--- src/rtl/pop_graph_render.sv ---
// Per-frame live-cell counter with a scrolling bar-graph overlay of recent frame populations.
// History lives in a simple dual-port RAM; pixel output has a fixed two-cycle latency.
module pop_graph_render #(
  parameter int          LIFE_W      = 1024,
  parameter int          LIFE_H      = 768,
  parameter int          HIST_DEPTH  = 64,
  parameter int          BAR_W       = 4,
  parameter int          GRAPH_X     = 0,
  parameter int          GRAPH_Y     = 640,
  parameter int          GRAPH_H     = 64,
  parameter int          COUNT_W     = 20,
  parameter int          SCALE_SHIFT = 10,
  parameter logic [11:0] FG_COLOR    = 12'h0F0
) (
  input  logic               clk_130mhz,
  input  logic               rst_in,
  input  logic [10:0]        hcount_in,
  input  logic [9:0]         vcount_in,
  input  logic               is_alive_in,
  output logic [11:0]        pix_out,
  output logic [COUNT_W-1:0] count_out,
  output logic               count_valid_out
);

  localparam int IDX_W  = (HIST_DEPTH > 1) ? $clog2(HIST_DEPTH) : 1;
  localparam int FILL_W = $clog2(HIST_DEPTH + 1);
  localparam int BAR_SH = $clog2(BAR_W);
  localparam int ROW_W  = $clog2(GRAPH_H + 1);
  localparam logic [COUNT_W-1:0] ACC_MAX = '1;

  function automatic logic [COUNT_W-1:0] sat_inc(input logic [COUNT_W-1:0] v);
    return (v == ACC_MAX) ? v : v + COUNT_W'(1);
  endfunction

  function automatic logic [ROW_W-1:0] bar_height(input logic [COUNT_W-1:0] v);
    logic [COUNT_W-1:0] s;
    s = v >> SCALE_SHIFT;
    return (s > COUNT_W'(GRAPH_H)) ? ROW_W'(GRAPH_H) : ROW_W'(s);
  endfunction

  logic [COUNT_W-1:0] acc_q, acc_d, count_q, count_d;
  logic [IDX_W-1:0]   wr_ptr_q, wr_ptr_d;
  logic [FILL_W-1:0]  fill_q, fill_d;
  logic               armed_q, armed_d, cnt_vld_q;
  logic               boundary, in_life, commit;

  always_comb begin
    boundary = (hcount_in == 11'd0) && (vcount_in == 10'd0);
    in_life  = (int'(hcount_in) < LIFE_W) && (int'(vcount_in) < LIFE_H);
    commit   = boundary && armed_q && !rst_in;
    acc_d    = acc_q;
    if (boundary) acc_d = COUNT_W'(is_alive_in);
    else if (in_life && is_alive_in) acc_d = sat_inc(acc_q);
    wr_ptr_d = commit ? wr_ptr_q + IDX_W'(1) : wr_ptr_q;
    fill_d   = (commit && fill_q != FILL_W'(HIST_DEPTH)) ? fill_q + FILL_W'(1) : fill_q;
    armed_d  = armed_q | boundary;
    count_d  = commit ? acc_q : count_q;
  end

  // The first boundary after reset only arms the counter, so a partial frame is never recorded.
  always_ff @(posedge clk_130mhz) begin
    if (rst_in) begin
      acc_q     <= '0;
      wr_ptr_q  <= '0;
      fill_q    <= '0;
      armed_q   <= 1'b0;
      count_q   <= '0;
      cnt_vld_q <= 1'b0;
    end else begin
      acc_q     <= acc_d;
      wr_ptr_q  <= wr_ptr_d;
      fill_q    <= fill_d;
      armed_q   <= armed_d;
      count_q   <= count_d;
      cnt_vld_q <= commit;
    end
  end

  logic signed [31:0] hx_s, row_s, bar_s;
  logic [IDX_W-1:0]   rd_idx;
  logic               in_region, ent_ok;

  always_comb begin
    hx_s      = int'(hcount_in) - GRAPH_X;
    row_s     = GRAPH_Y + GRAPH_H - 1 - int'(vcount_in);
    bar_s     = hx_s >>> BAR_SH;
    in_region = (hx_s >= 0) && (hx_s < HIST_DEPTH * BAR_W) &&
                (int'(vcount_in) >= GRAPH_Y) && (int'(vcount_in) < GRAPH_Y + GRAPH_H);
    rd_idx    = wr_ptr_q + IDX_W'(bar_s);
    // Written entries occupy the rightmost fill_q bars; older slots still hold stale data.
    ent_ok    = bar_s >= (HIST_DEPTH - int'(fill_q));
  end

  logic [COUNT_W-1:0] hist_mem [HIST_DEPTH];
  logic [COUNT_W-1:0] rd_data_p1_q;
  logic [ROW_W-1:0]   row_p1_q;
  logic               ent_ok_p1_q, vld_p1_q;
  logic [11:0]        pix_p2_q;
  logic               lit_p1;

  // Stage 1: region decode and registered history read (old data on same-index write)
  always_ff @(posedge clk_130mhz) begin
    if (commit) hist_mem[wr_ptr_q] <= acc_q;
    rd_data_p1_q <= hist_mem[rd_idx];
    row_p1_q     <= ROW_W'(row_s);
    ent_ok_p1_q  <= ent_ok;
  end

  always_ff @(posedge clk_130mhz) begin
    if (rst_in) vld_p1_q <= 1'b0;
    else        vld_p1_q <= in_region;
  end

  // Stage 2: height compare and colour select
  always_comb lit_p1 = vld_p1_q && ent_ok_p1_q && (row_p1_q < bar_height(rd_data_p1_q));

  always_ff @(posedge clk_130mhz) begin
    if (rst_in) pix_p2_q <= 12'h000;
    else        pix_p2_q <= lit_p1 ? FG_COLOR : 12'h000;
  end

  assign pix_out         = pix_p2_q;
  assign count_out       = count_q;
  assign count_valid_out = cnt_vld_q;

endmodule

--- config.mk ---
export PLATFORM = sky130hd
export DESIGN_NAME = pop_graph_render
export DESIGN_NICKNAME = d
export VERILOG_FILES = /design/src/rtl/pop_graph_render.sv
export SDC_FILE = /design/constraint.sdc
export NUM_CORES = 1
export LEC_CHECK = 0
export ABC_CLOCK_PERIOD_IN_PS = 5400
export CORE_MARGIN = 10
export CORE_UTILIZATION = 49
export DETAILED_ROUTE_END_ITERATION = 7
export PLACE_DENSITY = 0.74
export SYNTH_ARGS = -nofsm -noshare
export SYNTH_HDL_FRONTEND = slang
export SYNTH_SLANG_ARGS = --single-unit
--- constraint.sdc ---
create_clock -name clk_130mhz -period 5.4 [get_ports clk_130mhz]
set_input_delay 0.54 -clock clk_130mhz [delete_from_list [all_inputs] [get_ports clk_130mhz]]
set_output_delay 0.54 -clock clk_130mhz [all_outputs]
set_load 0.005 [all_outputs]
==> impl_metrics.sql, run 1 <==
INSERT INTO impl_metrics (metric_group, metric, value, unit) VALUES
('detailed_routing', 'vias_per_cell', '5.94', ''),
('hold_path', 'worst_hold_path.num_cells', '1', ''),
('clock_network', 'h_tree_level_count', '3', ''),
('hold_path', 'hp-start', 'vcount_in[6]', ''),
('final_layout', 'final.fill_count', '4247', ''),
('clock_network', 'postCtsSetupBuffers', '0', ''),
('yosys', 'ys_types', '59', ''),
('floorplanning', 'initial_core_utilization', '49.5', '%'),
('clock_network', 'clock_path_buffers', '3', ''),
('clock_network', 'clock_insertion_delay_worst_skew', '610', 'ps'),
('power', 'power', '11000', 'uW'),
('placement', 'placedInstanceArea', '0.0302', 'mm^2'),
('worst_setup_path', 'worstPathCellList', 'ha_4 > fa_4 > buf_4 > buf_4 > mux4_2 > and2_1 > a211oi_1 > a31oi_1 > a221o_1', ''),
('yosys', 'async_reset_ff_share', '0', '%'),
('detailed_routing', 'finalWirelength', '63900', 'um'),
('power', 'p_leak', '0.0120', 'uW'),
('yosys', 'yosys-top-cells-area', 'sky130_fd_sc_hd__edfxtp_1 67%, sky130_fd_sc_hd__mux4_2 13%, sky130_fd_sc_hd__dfxtp_1 5.3%', ''),
('timing', 'unrepaired_setup_endpoints_after_global_routing', 'no', ''),
('final_layout', 'layout.nets', '1699', ''),
('detailed_routing', 'first_iter_violations', '1758', ''),
('placement', 'post_dp_hpwl', '38400', 'um'),
('global_routing', 'first_global_vias', '15000', ''),
('timing', 'timing.final.crit_period', '3750', 'ps'),
('yosys', 'postSynthRegisterBits', '715', ''),
('yosys', 'ys_warn_count', '0', ''),
('global_routing', 'grt_use_total', '18.9', '%'),
('worst_setup_path', 'timing.critical_path.slowest_stage_cell', 'sky130_fd_sc_hd__fa_4', ''),
('worst_setup_path', 'worst_r2r_startpoint', 'wr_ptr_q[0]', ''),
('timing', 'finalSetupViolations', '0', ''),
('timing', 'timing_max_transition_violations_final', '0', ''),
('placement', 'place.port_buffers', '48', ''),
('global_routing', 'grt_pass1_wl', '95700', 'um'),
('clock_network', 'post_cts_resized', '0', ''),
('worst_setup_path', 'critical_path.most_common_cell', 'sky130_fd_sc_hd__buf_4', ''),
('timing', 'period_share', '69.4', '%'),
('power', 'power-per-cell-area', '340', 'mW/mm^2'),
('clock_network', 'cts_tree', 'built', ''),
('detailed_routing', 'post_drt_wl_per_cell', '25.9', 'um'),
('timing', 'timing.final.hold_violations', '0', ''),
('worst_setup_path', 'critical_path_required', '5890', 'ps'),
('worst_setup_path', 'worstSetupEndpointType', 'flip-flop', ''),
('worst_setup_path', 'cp_max_fo', '19', ''),
('outcome', 'result_of_the_run', 'completed', ''),
('global_routing', 'antenna_found_initial', '0', ''),
('flow_run', 'maxCapViolCount', '0', ''),
('final_layout', 'final_layout_size_suffix_gt1_share', '23.1', '%'),
('clock_network', 'cts.sinks', '715', ''),
('floorplanning', 'ioPinCount', '57', ''),
('clock_network', 'root_buffer', 'sky130_fd_sc_hd__clkbuf_16', ''),
('timing', 'timing.slew.headroom', '22.4', '%'),
('final_layout', 'mostFrequentLayoutCell', 'sky130_fd_sc_hd__edfxtp_1', ''),
('worst_setup_path', 'worstReg2RegEnd', 'rd_data_p1_q[11]', ''),
('clock_network', 'cts.reportedPaths.clkPinSlew', '60', 'ps'),
('yosys', 'yosysTopAreaCellShare', '67.4', '%'),
('final_layout', 'most_frequent_cells_in_the_layout', '640 x sky130_fd_sc_hd__edfxtp_1, 160 x sky130_fd_sc_hd__mux4_2, 98 x sky130_fd_sc_hd__nor2_1', ''),
('hold_path', 'timing.hold.worst.class', 'primary input to flip-flop', ''),
('placement', 'finalWeightedCongestion', '0.827', ''),
('floorplanning', 'placementRows', '88', ''),
('worst_setup_path', 'cp-start-kind', 'flip-flop', ''),
('timing', 'worst_pin_slew', '1160', 'ps'),
('final_layout', 'syn_to_final_growth', '13.7', '%'),
('clock_network', 'tritoncts.num_buffers', '72', ''),
('worst_setup_path', 'crit_path_largest_cell_delay', '990', 'ps'),
('floorplanning', 'dieHeight', '261', 'um'),
('final_layout', 'final_cell_area', '0.0324', 'mm^2'),
('yosys', 'number_of_flops_mapped_to_enable_cells_by_yosys', '640', ''),
('global_routing', 'pin_count_of_the_biggest_net_entering_global_routing', '70', ''),
('detailed_routing', 'drc_errors', '0', ''),
('power', 'vdd.ir_drop.worst', '219', 'uV'),
('yosys', 'synth_seq_area_share', '72.6', '%'),
('worst_setup_path', 'cp.arrival', '4240', 'ps');
-- cell families (layout without fill, tap and decap cells) --
family	after synthesis	in the layout	synth area share [%]
compound gates	122	122	2.87
xor+xnor	32	32	1.03
fa+ha+maj	24	24	1.08
buf+inv	110	270	2.14
flops	715	715	72.6
mux	223	223	14.9
other cells	1	8	0.0131
simple gates	308	308	5.31
-- registers in the layout (all words and copies together) (netlist names) --
| signal | cells |
|---|---|
| row_p1_q | 7 |
| vld_p1_q | 1 |
| acc_q | 20 |
| pix_out | 1 |
| count_valid_out | 1 |
| rd_data_p1_q | 10 |
| ent_ok_p1_q | 1 |
| wr_ptr_q | 6 |
| count_out | 20 |
| armed_q | 1 |
| hist_mem | 640 |
| fill_q | 7 |
-- report_power, final --
group          internal (uW)  switching, uW  total (uW)
combinational            115            162         276
sequential              5940           7.93        5950
clock                   2800           2000        4810
-- layer usage --
metal / track usage (%) / share of wire, %
met3: 3.92 / 8.3
met1: 25.5 / 40
met4: 6.24 / 3.0
met5: 0 / 0
met2: 30.4 / 49
-- stage by stage --
stage	cells	worst slack, ps	util (%)	hold slack [ps]
floorplan	1542	2450	-	401
global placement	2342	1110	52.3	440
detailed placement	2342	1090	52.3	448
CTS	2467	1630	56.2	421
global route	2467	1510	56.2	446
finish	2467	1650	56.2	443
-- Yosys cell counts, types with 2 or more instances --
master / number
sky130_fd_sc_hd__mux4_2: 160
sky130_fd_sc_hd__inv_1: 17
sky130_fd_sc_hd__nand4b_2: 3
sky130_fd_sc_hd__o21ai_1: 2
sky130_fd_sc_hd__nand4_1: 7
sky130_fd_sc_hd__a31oi_1: 22
sky130_fd_sc_hd__xor2_2: 2
sky130_fd_sc_hd__o21ai_0: 27
sky130_fd_sc_hd__and2_1: 24
sky130_fd_sc_hd__or2_1: 2
sky130_fd_sc_hd__nand2b_1: 24
sky130_fd_sc_hd__o22ai_1: 10
sky130_fd_sc_hd__and4_1: 4
sky130_fd_sc_hd__xor2_1: 19
sky130_fd_sc_hd__nand3_1: 19
sky130_fd_sc_hd__nand3b_1: 2
sky130_fd_sc_hd__or3b_2: 3
sky130_fd_sc_hd__mux2_2: 20
sky130_fd_sc_hd__buf_2: 23
sky130_fd_sc_hd__nor4_1: 6
sky130_fd_sc_hd__buf_1: 10
sky130_fd_sc_hd__dfxtp_1: 75
sky130_fd_sc_hd__or3_1: 6
sky130_fd_sc_hd__a21oi_1: 11
sky130_fd_sc_hd__a221o_1: 10
sky130_fd_sc_hd__nor3_1: 7
sky130_fd_sc_hd__edfxtp_1: 640
sky130_fd_sc_hd__a21o_1: 5
sky130_fd_sc_hd__ha_1: 23
sky130_fd_sc_hd__nand2_1: 86
sky130_fd_sc_hd__buf_4: 20
sky130_fd_sc_hd__clkbuf_1: 27
sky130_fd_sc_hd__and3_1: 7
sky130_fd_sc_hd__mux2i_1: 43
sky130_fd_sc_hd__nor2_1: 98
sky130_fd_sc_hd__xnor2_1: 11
sky130_fd_sc_hd__a211oi_1: 25
sky130_fd_sc_hd__nor2b_1: 2
sky130_fd_sc_hd__buf_6: 11
sky130_fd_sc_hd__o21a_1: 2
sky130_fd_sc_hd__o31ai_1: 2
-- layout make-up --
class,instances,area [um^2],share of cell area (%)
clock buffer,102,2070,6.37
inverter,17,63.8,0.197
sequential,715,20700,63.9
timing repair buffer,128,1140,3.53
clock inverter,23,204,0.629
multi-input combinational,717,7270,22.4
tap,765,957,2.95
-- worst max-delay path, delay by kind of cell (launching register included) --
family / cells / cell delay, ps
adder cells (fa/ha/maj): 2 / 1240
AO/OA/AOI/OAI: 3 / 750
buffers and inverters: 2 / 630
flip-flops: 1 / 470
multiplexers: 1 / 340
AND/OR/NAND/NOR: 1 / 180
-- worst max path at each step --
stage	startpoint	to	slack, ps
2_1_floorplan	hcount_in[2]	rd_data_p1_q[10]	2450
3_3_place_gp	hcount_in[2]	rd_data_p1_q[16]	1110
3_5_place_dp	hcount_in[2]	rd_data_p1_q[16]	1090
4_1_cts	wr_ptr_q[0]	rd_data_p1_q[19]	1630
5_1_grt	wr_ptr_q[0]	rd_data_p1_q[11]	1510
6_report	wr_ptr_q[0]	rd_data_p1_q[11]	1650
Note: power is estimated with default switching activity, not from simulation.
==> run 2: changes to the inputs <==
--- a/config.mk
+++ b/config.mk
@@ -5,7 +5,7 @@
 export SDC_FILE = /design/constraint.sdc
 export NUM_CORES = 1
 export LEC_CHECK = 0
-export ABC_CLOCK_PERIOD_IN_PS = 5400
+export ABC_CLOCK_PERIOD_IN_PS = 3920
 export CORE_MARGIN = 10
 export CORE_UTILIZATION = 49
 export DETAILED_ROUTE_END_ITERATION = 7
==> constraint.sdc (replaced) <==
create_clock -name clk_130mhz -period 3.92 [get_ports clk_130mhz]
set_input_delay 0.392 -clock clk_130mhz [delete_from_list [all_inputs] [get_ports clk_130mhz]]
set_output_delay 0.392 -clock clk_130mhz [all_outputs]
set_load 0.005 [all_outputs]
==> run 2 against run 1 <==
Compared with the run above: utilization is 0.86 points higher; die area is the same; flip-flop and latch count stayed put; maximum frequency increased by 8.4%; critical path type unchanged; critical endpoint is now rd_data_p1_q[15].
==> impl_metrics.sql, run 2 (synthesized netlist as in run 1, its figures left out) <==
INSERT INTO impl_metrics (metric_group, metric, value, unit) VALUES
('timing', 'timing_max_transition_violations_final', '0', ''),
('power', 'total_switching_power', '3010', 'uW'),
('detailed_routing', 'drc_errors', '0', ''),
('clock_network', 'cts.sinks', '715', ''),
('floorplanning', 'ioPinCount', '57', ''),
('detailed_routing', 'topRoutingLayerUsed', 'met4', ''),
('clock_network', 'tritoncts.num_buffers', '72', ''),
('clock_network', 'h_tree_level_count', '3', ''),
('timing', 'unrepaired_setup_endpoints_after_global_routing', 'no', ''),
('worst_setup_path', 'worstPathCellList', 'ha_4 > fa_4 > buf_12 > buf_4 > mux4_2 > and2_1 > a211oi_1 > a31oi_1 > a221o_1', ''),
('worst_setup_path', 'critical_path_required', '4420', 'ps'),
('timing', 'finalWorstSetupSlack', '460', 'ps'),
('worst_setup_path', 'path_class', 'flip-flop to flip-flop', ''),
('clock_network', 'postCtsSetupBuffers', '0', ''),
('timing', 'fmaxAchievable', '289', 'MHz'),
('floorplanning', 'placementRows', '88', ''),
('detailed_routing', 'finalWirelength', '63300', 'um'),
('outcome', 'result_of_the_run', 'completed', ''),
('detailed_routing', 'wl_met1', '25700', 'um'),
('final_layout', 'final_layout_size_suffix_gt1_share', '25.2', '%'),
('worst_setup_path', 'timing.critical_path.slowest_stage_cell', 'sky130_fd_sc_hd__fa_4', ''),
('global_routing', 'overflow', '0', ''),
('floorplanning', 'chipWidth', '261', 'um'),
('final_layout', 'final.fill_count', '4297', ''),
('clock_network', 'root_buffer', 'sky130_fd_sc_hd__clkbuf_16', ''),
('detailed_routing', 'met2RoutedLength', '30800', 'um'),
('detailed_routing', 'antenna_violating_nets_post_route', '0', ''),
('worst_setup_path', 'cp-start-kind', 'flip-flop', ''),
('final_layout', 'final_core_util', '57.1', '%'),
('final_layout', 'largest_reg_flops', '640', ''),
('global_routing', 'first_global_vias', '15300', ''),
('timing', 'holdWs', '277', 'ps'),
('power', 'power.combinational.fraction', '2.7', '%'),
('hold_path', 'timing.hold.worst.class', 'primary input to flip-flop', ''),
('timing', 'finalSetupViolations', '0', ''),
('global_routing', 'antenna_found_initial', '1', ''),
('floorplanning', 'floorplan.core_area', '0.0577', 'mm^2'),
('placement', 'post_dp_hpwl', '38100', 'um'),
('worst_setup_path', 'cp.arrival', '3960', 'ps'),
('detailed_routing', 'post_drt_wl_per_cell', '25.1', 'um'),
('timing', 'worst_pin_slew', '874', 'ps'),
('clock_network', 'cts_hold_buf', '0', ''),
('global_routing', 'grt_use_total', '18.9', '%'),
('power', 'swShare', '19.6', '%'),
('floorplanning', 'initial_core_utilization', '49.5', '%'),
('clock_network', 'cts_tree', 'built', ''),
('floorplanning', 'dieHeight', '261', 'um'),
('placement', 'pre_cts_slack', '108', 'ps'),
('power', 'power_report.internal_total', '12300', 'uW'),
('placement', 'finalWeightedCongestion', '0.817', ''),
('worst_setup_path', 'worstSetupEndpointType', 'flip-flop', ''),
('final_layout', 'antenna-diode-count', '0', ''),
('power', 'p_leak', '0.0123', 'uW'),
('final_layout', 'max_flop_register', 'hist_mem', ''),
('final_layout', 'most_frequent_cells_in_the_layout', '640 x sky130_fd_sc_hd__edfxtp_1, 160 x sky130_fd_sc_hd__mux4_2, 121 x sky130_fd_sc_hd__buf_4', ''),
('clock_network', 'clock_path_buffers', '3', ''),
('worst_setup_path', 'cp_max_fo', '22', ''),
('timing', 'timing.slew.headroom', '41.2', '%'),
('timing', 'timing.final.hold_violations', '0', ''),
('power', 'power-per-cell-area', '466', 'mW/mm^2'),
('timing', 'timing.final.crit_period', '3460', 'ps'),
('power', 'vdd.ir_drop.worst', '376', 'uV'),
('final_layout', 'layout.nets', '1751', ''),
('global_routing', 'grt_pass1_wl', '96500', 'um'),
('final_layout', 'final_cell_area', '0.0329', 'mm^2'),
('timing', 'fin_tns_setup', '0', 'ps'),
('floorplanning', 'fp.dieArea', '0.0683', 'mm^2'),
('timing', 'finalClockSkew', '24.6', 'ps'),
('detailed_routing', 'first_iter_violations', '1517', ''),
('clock_network', 'clock_insertion_delay_worst_skew', '610', 'ps'),
('placement', 'place.port_buffers', '48', ''),
('detailed_routing', 'route.met3.wl', '5240', 'um'),
('clock_network', 'post_cts_resized', '0', ''),
('detailed_routing', 'vias_after_detailed_routing', '14800', ''),
('placement', 'placedInstanceArea', '0.0306', 'mm^2'),
('detailed_routing', 'first_pass_iters', '5', ''),
('clock_network', 'cts.reportedPaths.clkPinSlew', '60', 'ps'),
('worst_setup_path', 'crit_path_largest_cell_delay', '830', 'ps'),
('global_routing', 'pin_count_of_the_biggest_net_entering_global_routing', '70', ''),
('flow_run', 'maxCapViolCount', '0', ''),
('power', 'seq_power_share', '53.4', '%'),
('timing', 'period_share', '88.3', '%'),
('detailed_routing', 'vias_per_cell', '5.88', ''),
('final_layout', 'mostFrequentLayoutCell', 'sky130_fd_sc_hd__edfxtp_1', ''),
('power', 'p_clk_share', '44.0', '%'),
('final_layout', 'syn_to_final_growth', '15.4', '%');
-- run 2: cell count changes in the layout (fill, tap and decap cells not counted) --
cell / before / now
sky130_fd_sc_hd__bufinv_16: 3 / 6
sky130_fd_sc_hd__clkbuf_1: 16 / 24
sky130_fd_sc_hd__inv_6: 4 / 3
sky130_fd_sc_hd__clkinv_2: 7 / 10
sky130_fd_sc_hd__clkbuf_16: 73 / 75
sky130_fd_sc_hd__clkinv_4: 2 / 0
sky130_fd_sc_hd__clkbuf_8: 13 / 3
sky130_fd_sc_hd__buf_4: 75 / 121
sky130_fd_sc_hd__clkinvlp_4: 0 / 2
sky130_fd_sc_hd__clkinv_1: 7 / 6
sky130_fd_sc_hd__buf_12: 5 / 11
-- run 2: stage by stage --
stage               total power, uW  std cells
floorplan                      8620       1542
global placement               8760       2394
detailed placement             8770       2394
CTS                           15400       2523
global route                  15700       2523
finish                        15400       2523
-- run 2: critical path, delay by kind of cell (launching register included) --
| family | cells | cell delay, ps |
|---|---|---|
| fa+ha+maj | 2 | 1080 |
| compound gates | 3 | 870 |
| flops | 1 | 470 |
| buf+inv | 2 | 430 |
| mux | 1 | 290 |
| simple gates | 1 | 170 |
-- run 2: path summary, 6_finish.rpt --
check | startpoint | endpoint | slack, ps | cells past startpoint
hold / removal | vcount_in[6] | row_p1_q[6] | 280 | 1
hold reg to reg | count_out[10] | count_out[10] | 480 | 2
setup / recovery | wr_ptr_q[0] | rd_data_p1_q[15] | 460 | 9
setup reg to reg | wr_ptr_q[0] | rd_data_p1_q[15] | 460 | 9
-- run 2: per-layer routing --
layer | track usage [%] | vias up
met1 | 25.7 | 7706
met3 | 4.48 | 113
li1 | - | 6430
met4 | 5.83 | 0
met2 | 29.9 | 591
met5 | 0 | -
-- run 2: final cells by class --
cell class | instances | area (um^2) | area share [%]
flip-flops and latches | 715 | 20700 | 62.9
multi-input cells | 717 | 7270 | 22.1
clock buffers | 102 | 2010 | 6.10
repair buffers | 180 | 1610 | 4.89
well taps | 765 | 957 | 2.91
clock inverters | 27 | 294 | 0.893
inverters | 17 | 63.8 | 0.194
-- run 2: power groups by stage --
stage	clock [uW]	combinational (uW)	sequential, uW
2_1_floorplan	0	270	8350
3_3_place_gp	0	405	8350
3_5_place_dp	0	410	8350
4_1_cts	6830	412	8190
5_1_grt	7120	438	8190
6_report	6750	407	8190
==> run 3: changes to the inputs <==
--- a/config.mk
+++ b/config.mk
@@ -5,10 +5,11 @@
 export SDC_FILE = /design/constraint.sdc
 export NUM_CORES = 1
 export LEC_CHECK = 0
-export ABC_CLOCK_PERIOD_IN_PS = 3920
+export ABC_CLOCK_PERIOD_IN_PS = 4200
 export CORE_MARGIN = 10
 export CORE_UTILIZATION = 49
 export DETAILED_ROUTE_END_ITERATION = 7
+export GPL_ROUTABILITY_DRIVEN = 0
 export PLACE_DENSITY = 0.74
 export SYNTH_ARGS = -nofsm -noshare
 export SYNTH_HDL_FRONTEND = slang
==> constraint.sdc (replaced) <==
create_clock -name clk_130mhz -period 4.2 [get_ports clk_130mhz]
set_input_delay 0.42 -clock clk_130mhz [delete_from_list [all_inputs] [get_ports clk_130mhz]]
set_output_delay 0.42 -clock clk_130mhz [all_outputs]
set_load 0.005 [all_outputs]
==> run 3 against run 2 <==
Compared with the run above: hold slack better by 45 ps; critical path depth unchanged; flip-flop and latch count unchanged; combinational power decreased by 7.6%; register-to-register slack improved by 230 ps; largest cell class unchanged; largest power group unchanged.
==> impl_metrics.sql, run 3 (synthesized netlist as in run 1, its figures left out) <==
INSERT INTO impl_metrics (metric_group, metric, value, unit) VALUES
('clock_network', 'cts_tree', 'built', ''),
('clock_network', 'post_cts_resized', '0', ''),
('global_routing', 'overflow', '0', ''),
('timing', 'fmaxAchievable', '285', 'MHz'),
('floorplanning', 'fp.dieArea', '0.0683', 'mm^2'),
('clock_network', 'clock_insertion_delay_worst_skew', '610', 'ps'),
('final_layout', 'final_layout_size_suffix_gt1_share', '24.5', '%'),
('final_layout', 'final.fill_count', '4284', ''),
('worst_setup_path', 'worstPathCellList', 'ha_4 > fa_4 > buf_12 > buf_4 > mux4_2 > mux2i_1 > mux2_2 > o22ai_1 > a221o_1', ''),
('floorplanning', 'initial_core_utilization', '49.5', '%'),
('final_layout', 'layout.nets', '1740', ''),
('clock_network', 'tritoncts.num_buffers', '71', ''),
('timing', 'timing.final.crit_period', '3510', 'ps'),
('timing', 'timing.slew.headroom', '35.8', '%'),
('floorplanning', 'placementRows', '88', ''),
('detailed_routing', 'vias_after_detailed_routing', '14800', ''),
('detailed_routing', 'wl_met1', '25300', 'um'),
('global_routing', 'antenna_found_initial', '0', ''),
('detailed_routing', 'finalWirelength', '63700', 'um'),
('placement', 'post_dp_hpwl', '37900', 'um'),
('worst_setup_path', 'critical_path_required', '4680', 'ps'),
('floorplanning', 'dieHeight', '261', 'um'),
('final_layout', 'syn_to_final_growth', '14.9', '%'),
('worst_setup_path', 'cp.arrival', '3990', 'ps'),
('final_layout', 'most_frequent_cells_in_the_layout', '640 x sky130_fd_sc_hd__edfxtp_1, 160 x sky130_fd_sc_hd__mux4_2, 113 x sky130_fd_sc_hd__buf_4', ''),
('worst_setup_path', 'endpoint', 'rd_data_p1_q[19]', ''),
('placement', 'place.port_buffers', '48', ''),
('timing', 'timing.final.hold_violations', '0', ''),
('clock_network', 'cts_hold_buf', '0', ''),
('worst_setup_path', 'worstSetupEndpointType', 'flip-flop', ''),
('detailed_routing', 'first_pass_iters', '5', ''),
('detailed_routing', 'topRoutingLayerUsed', 'met4', ''),
('floorplanning', 'chipWidth', '261', 'um'),
('clock_network', 'cts.sinks', '715', ''),
('clock_network', 'postCtsSetupBuffers', '0', ''),
('detailed_routing', 'met2RoutedLength', '30300', 'um'),
('worst_setup_path', 'cp_max_fo', '26', ''),
('detailed_routing', 'antenna_violating_nets_post_route', '0', ''),
('final_layout', 'max_flop_register', 'hist_mem', ''),
('worst_setup_path', 'timing.critical_path.max_delay_family', 'adder cells', ''),
('worst_setup_path', 'worst_r2r_startpoint', 'wr_ptr_q[0]', ''),
('flow_run', 'maxCapViolCount', '0', ''),
('global_routing', 'grt_use_total', '18.9', '%'),
('final_layout', 'final-seq-area', '0.0207', 'mm^2'),
('worst_setup_path', 'worstReg2RegEnd', 'rd_data_p1_q[19]', ''),
('detailed_routing', 'post_drt_wl_per_cell', '25.4', 'um'),
('clock_network', 'h_tree_level_count', '3', ''),
('final_layout', 'final_core_util', '56.8', '%'),
('final_layout', 'stdcell_count', '2510', ''),
('detailed_routing', 'drc_errors', '0', ''),
('outcome', 'result_of_the_run', 'completed', ''),
('worst_setup_path', 'crit_path_largest_cell_delay', '810', 'ps'),
('detailed_routing', 'vias_per_cell', '5.91', ''),
('final_layout', 'mostFrequentLayoutCell', 'sky130_fd_sc_hd__edfxtp_1', ''),
('timing', 'timing_max_transition_violations_final', '0', ''),
('final_layout', 'largest_reg_flops', '640', ''),
('clock_network', 'root_buffer', 'sky130_fd_sc_hd__clkbuf_16', ''),
('clock_network', 'clock_path_buffers', '3', ''),
('timing', 'finalSetupViolations', '0', ''),
('timing', 'worst_pin_slew', '960', 'ps'),
('floorplanning', 'floorplan.core_area', '0.0577', 'mm^2'),
('global_routing', 'pin_count_of_the_biggest_net_entering_global_routing', '70', ''),
('worst_setup_path', 'cp_num_buf_inv', '2', ''),
('worst_setup_path', 'cp-start-kind', 'flip-flop', ''),
('timing', 'fin_tns_setup', '0', 'ps'),
('clock_network', 'cts.reportedPaths.clkPinSlew', '60', 'ps'),
('detailed_routing', 'route.met3.wl', '6010', 'um'),
('worst_setup_path', 'r2r_slack', '690', 'ps'),
('timing', 'period_share', '83.7', '%'),
('power', 'p_leak', '0.0122', 'uW'),
('floorplanning', 'ioPinCount', '57', ''),
('worst_setup_path', 'path_class', 'flip-flop to flip-flop', ''),
('final_layout', 'antenna-diode-count', '0', ''),
('hold_path', 'timing.hold.worst.class', 'primary input to flip-flop', ''),
('final_layout', 'multi_input_comb_area', '0.00727', 'mm^2'),
('power', 'power-per-cell-area', '433', 'mW/mm^2'),
('global_routing', 'grt_pass1_wl', '96000', 'um'),
('worst_setup_path', 'cp_num_cells', '9', ''),
('timing', 'finalClockSkew', '24.3', 'ps'),
('global_routing', 'first_global_vias', '15200', ''),
('worst_setup_path', 'worstSetupStartpoint', 'wr_ptr_q[0]', ''),
('timing', 'unrepaired_setup_endpoints_after_global_routing', 'no', ''),
('detailed_routing', 'first_iter_violations', '1322', ''),
('worst_setup_path', 'timing.critical_path.slowest_stage_cell', 'sky130_fd_sc_hd__fa_4', ''),
('power', 'vdd.ir_drop.worst', '323', 'uV'),
('placement', 'post-place-cells', '2384', ''),
('worst_setup_path', 'reg2regPathDepth', '9', '');
-- run 3: final cells by class --
| class | count | share of cell area (%) |
|---|---|---|
| multi-input combinational | 717 | 22.2 |
| inverter | 17 | 0.195 |
| timing repair buffer | 170 | 4.60 |
| tap | 765 | 2.92 |
| sequential | 715 | 63.3 |
| clock inverter | 32 | 0.993 |
| clock buffer | 94 | 5.84 |
-- run 3: through the flow --
| stage | area, um^2 | hold WS [ps] | setup WS (ps) | total power, uW |
|---|---|---|---|---|
| after floorplan | 28600 | 401 | 1370 | 8050 |
| after global placement | 30500 | 440 | 290 | 8170 |
| after detailed placement | 30500 | 451 | 255 | 8170 |
| after CTS | 32800 | 303 | 605 | 14300 |
| after global routing | 32800 | 312 | 517 | 14600 |
| final | 32800 | 322 | 686 | 14200 |
-- run 3: how the worst min path moves through the flow --
stage	startpoint	endpoint	slack (ps)	depth (start not counted)
after floorplan	ent_ok_p1_q	pix_out[6]	400	2
after global placement	armed_q	armed_q	440	2
final	vcount_in[6]	row_p1_q[6]	320	1
after global routing	vcount_in[6]	row_p1_q[6]	310	1
after CTS	vcount_in[6]	row_p1_q[6]	300	1
after detailed placement	armed_q	armed_q	450	2
-- run 3: routing by layer --
metal / vias up / GRT usage [%]
li1: 6410 / -
met1: 7637 / 25.4
met2: 658 / 29.5
met3: 137 / 4.92
met4: 0 / 6.53
met5: - / 0
-- run 3: power by group --
group,switching [uW],internal [uW]
clock,2580,3580
sequential,8.02,7640
combinational,210,166
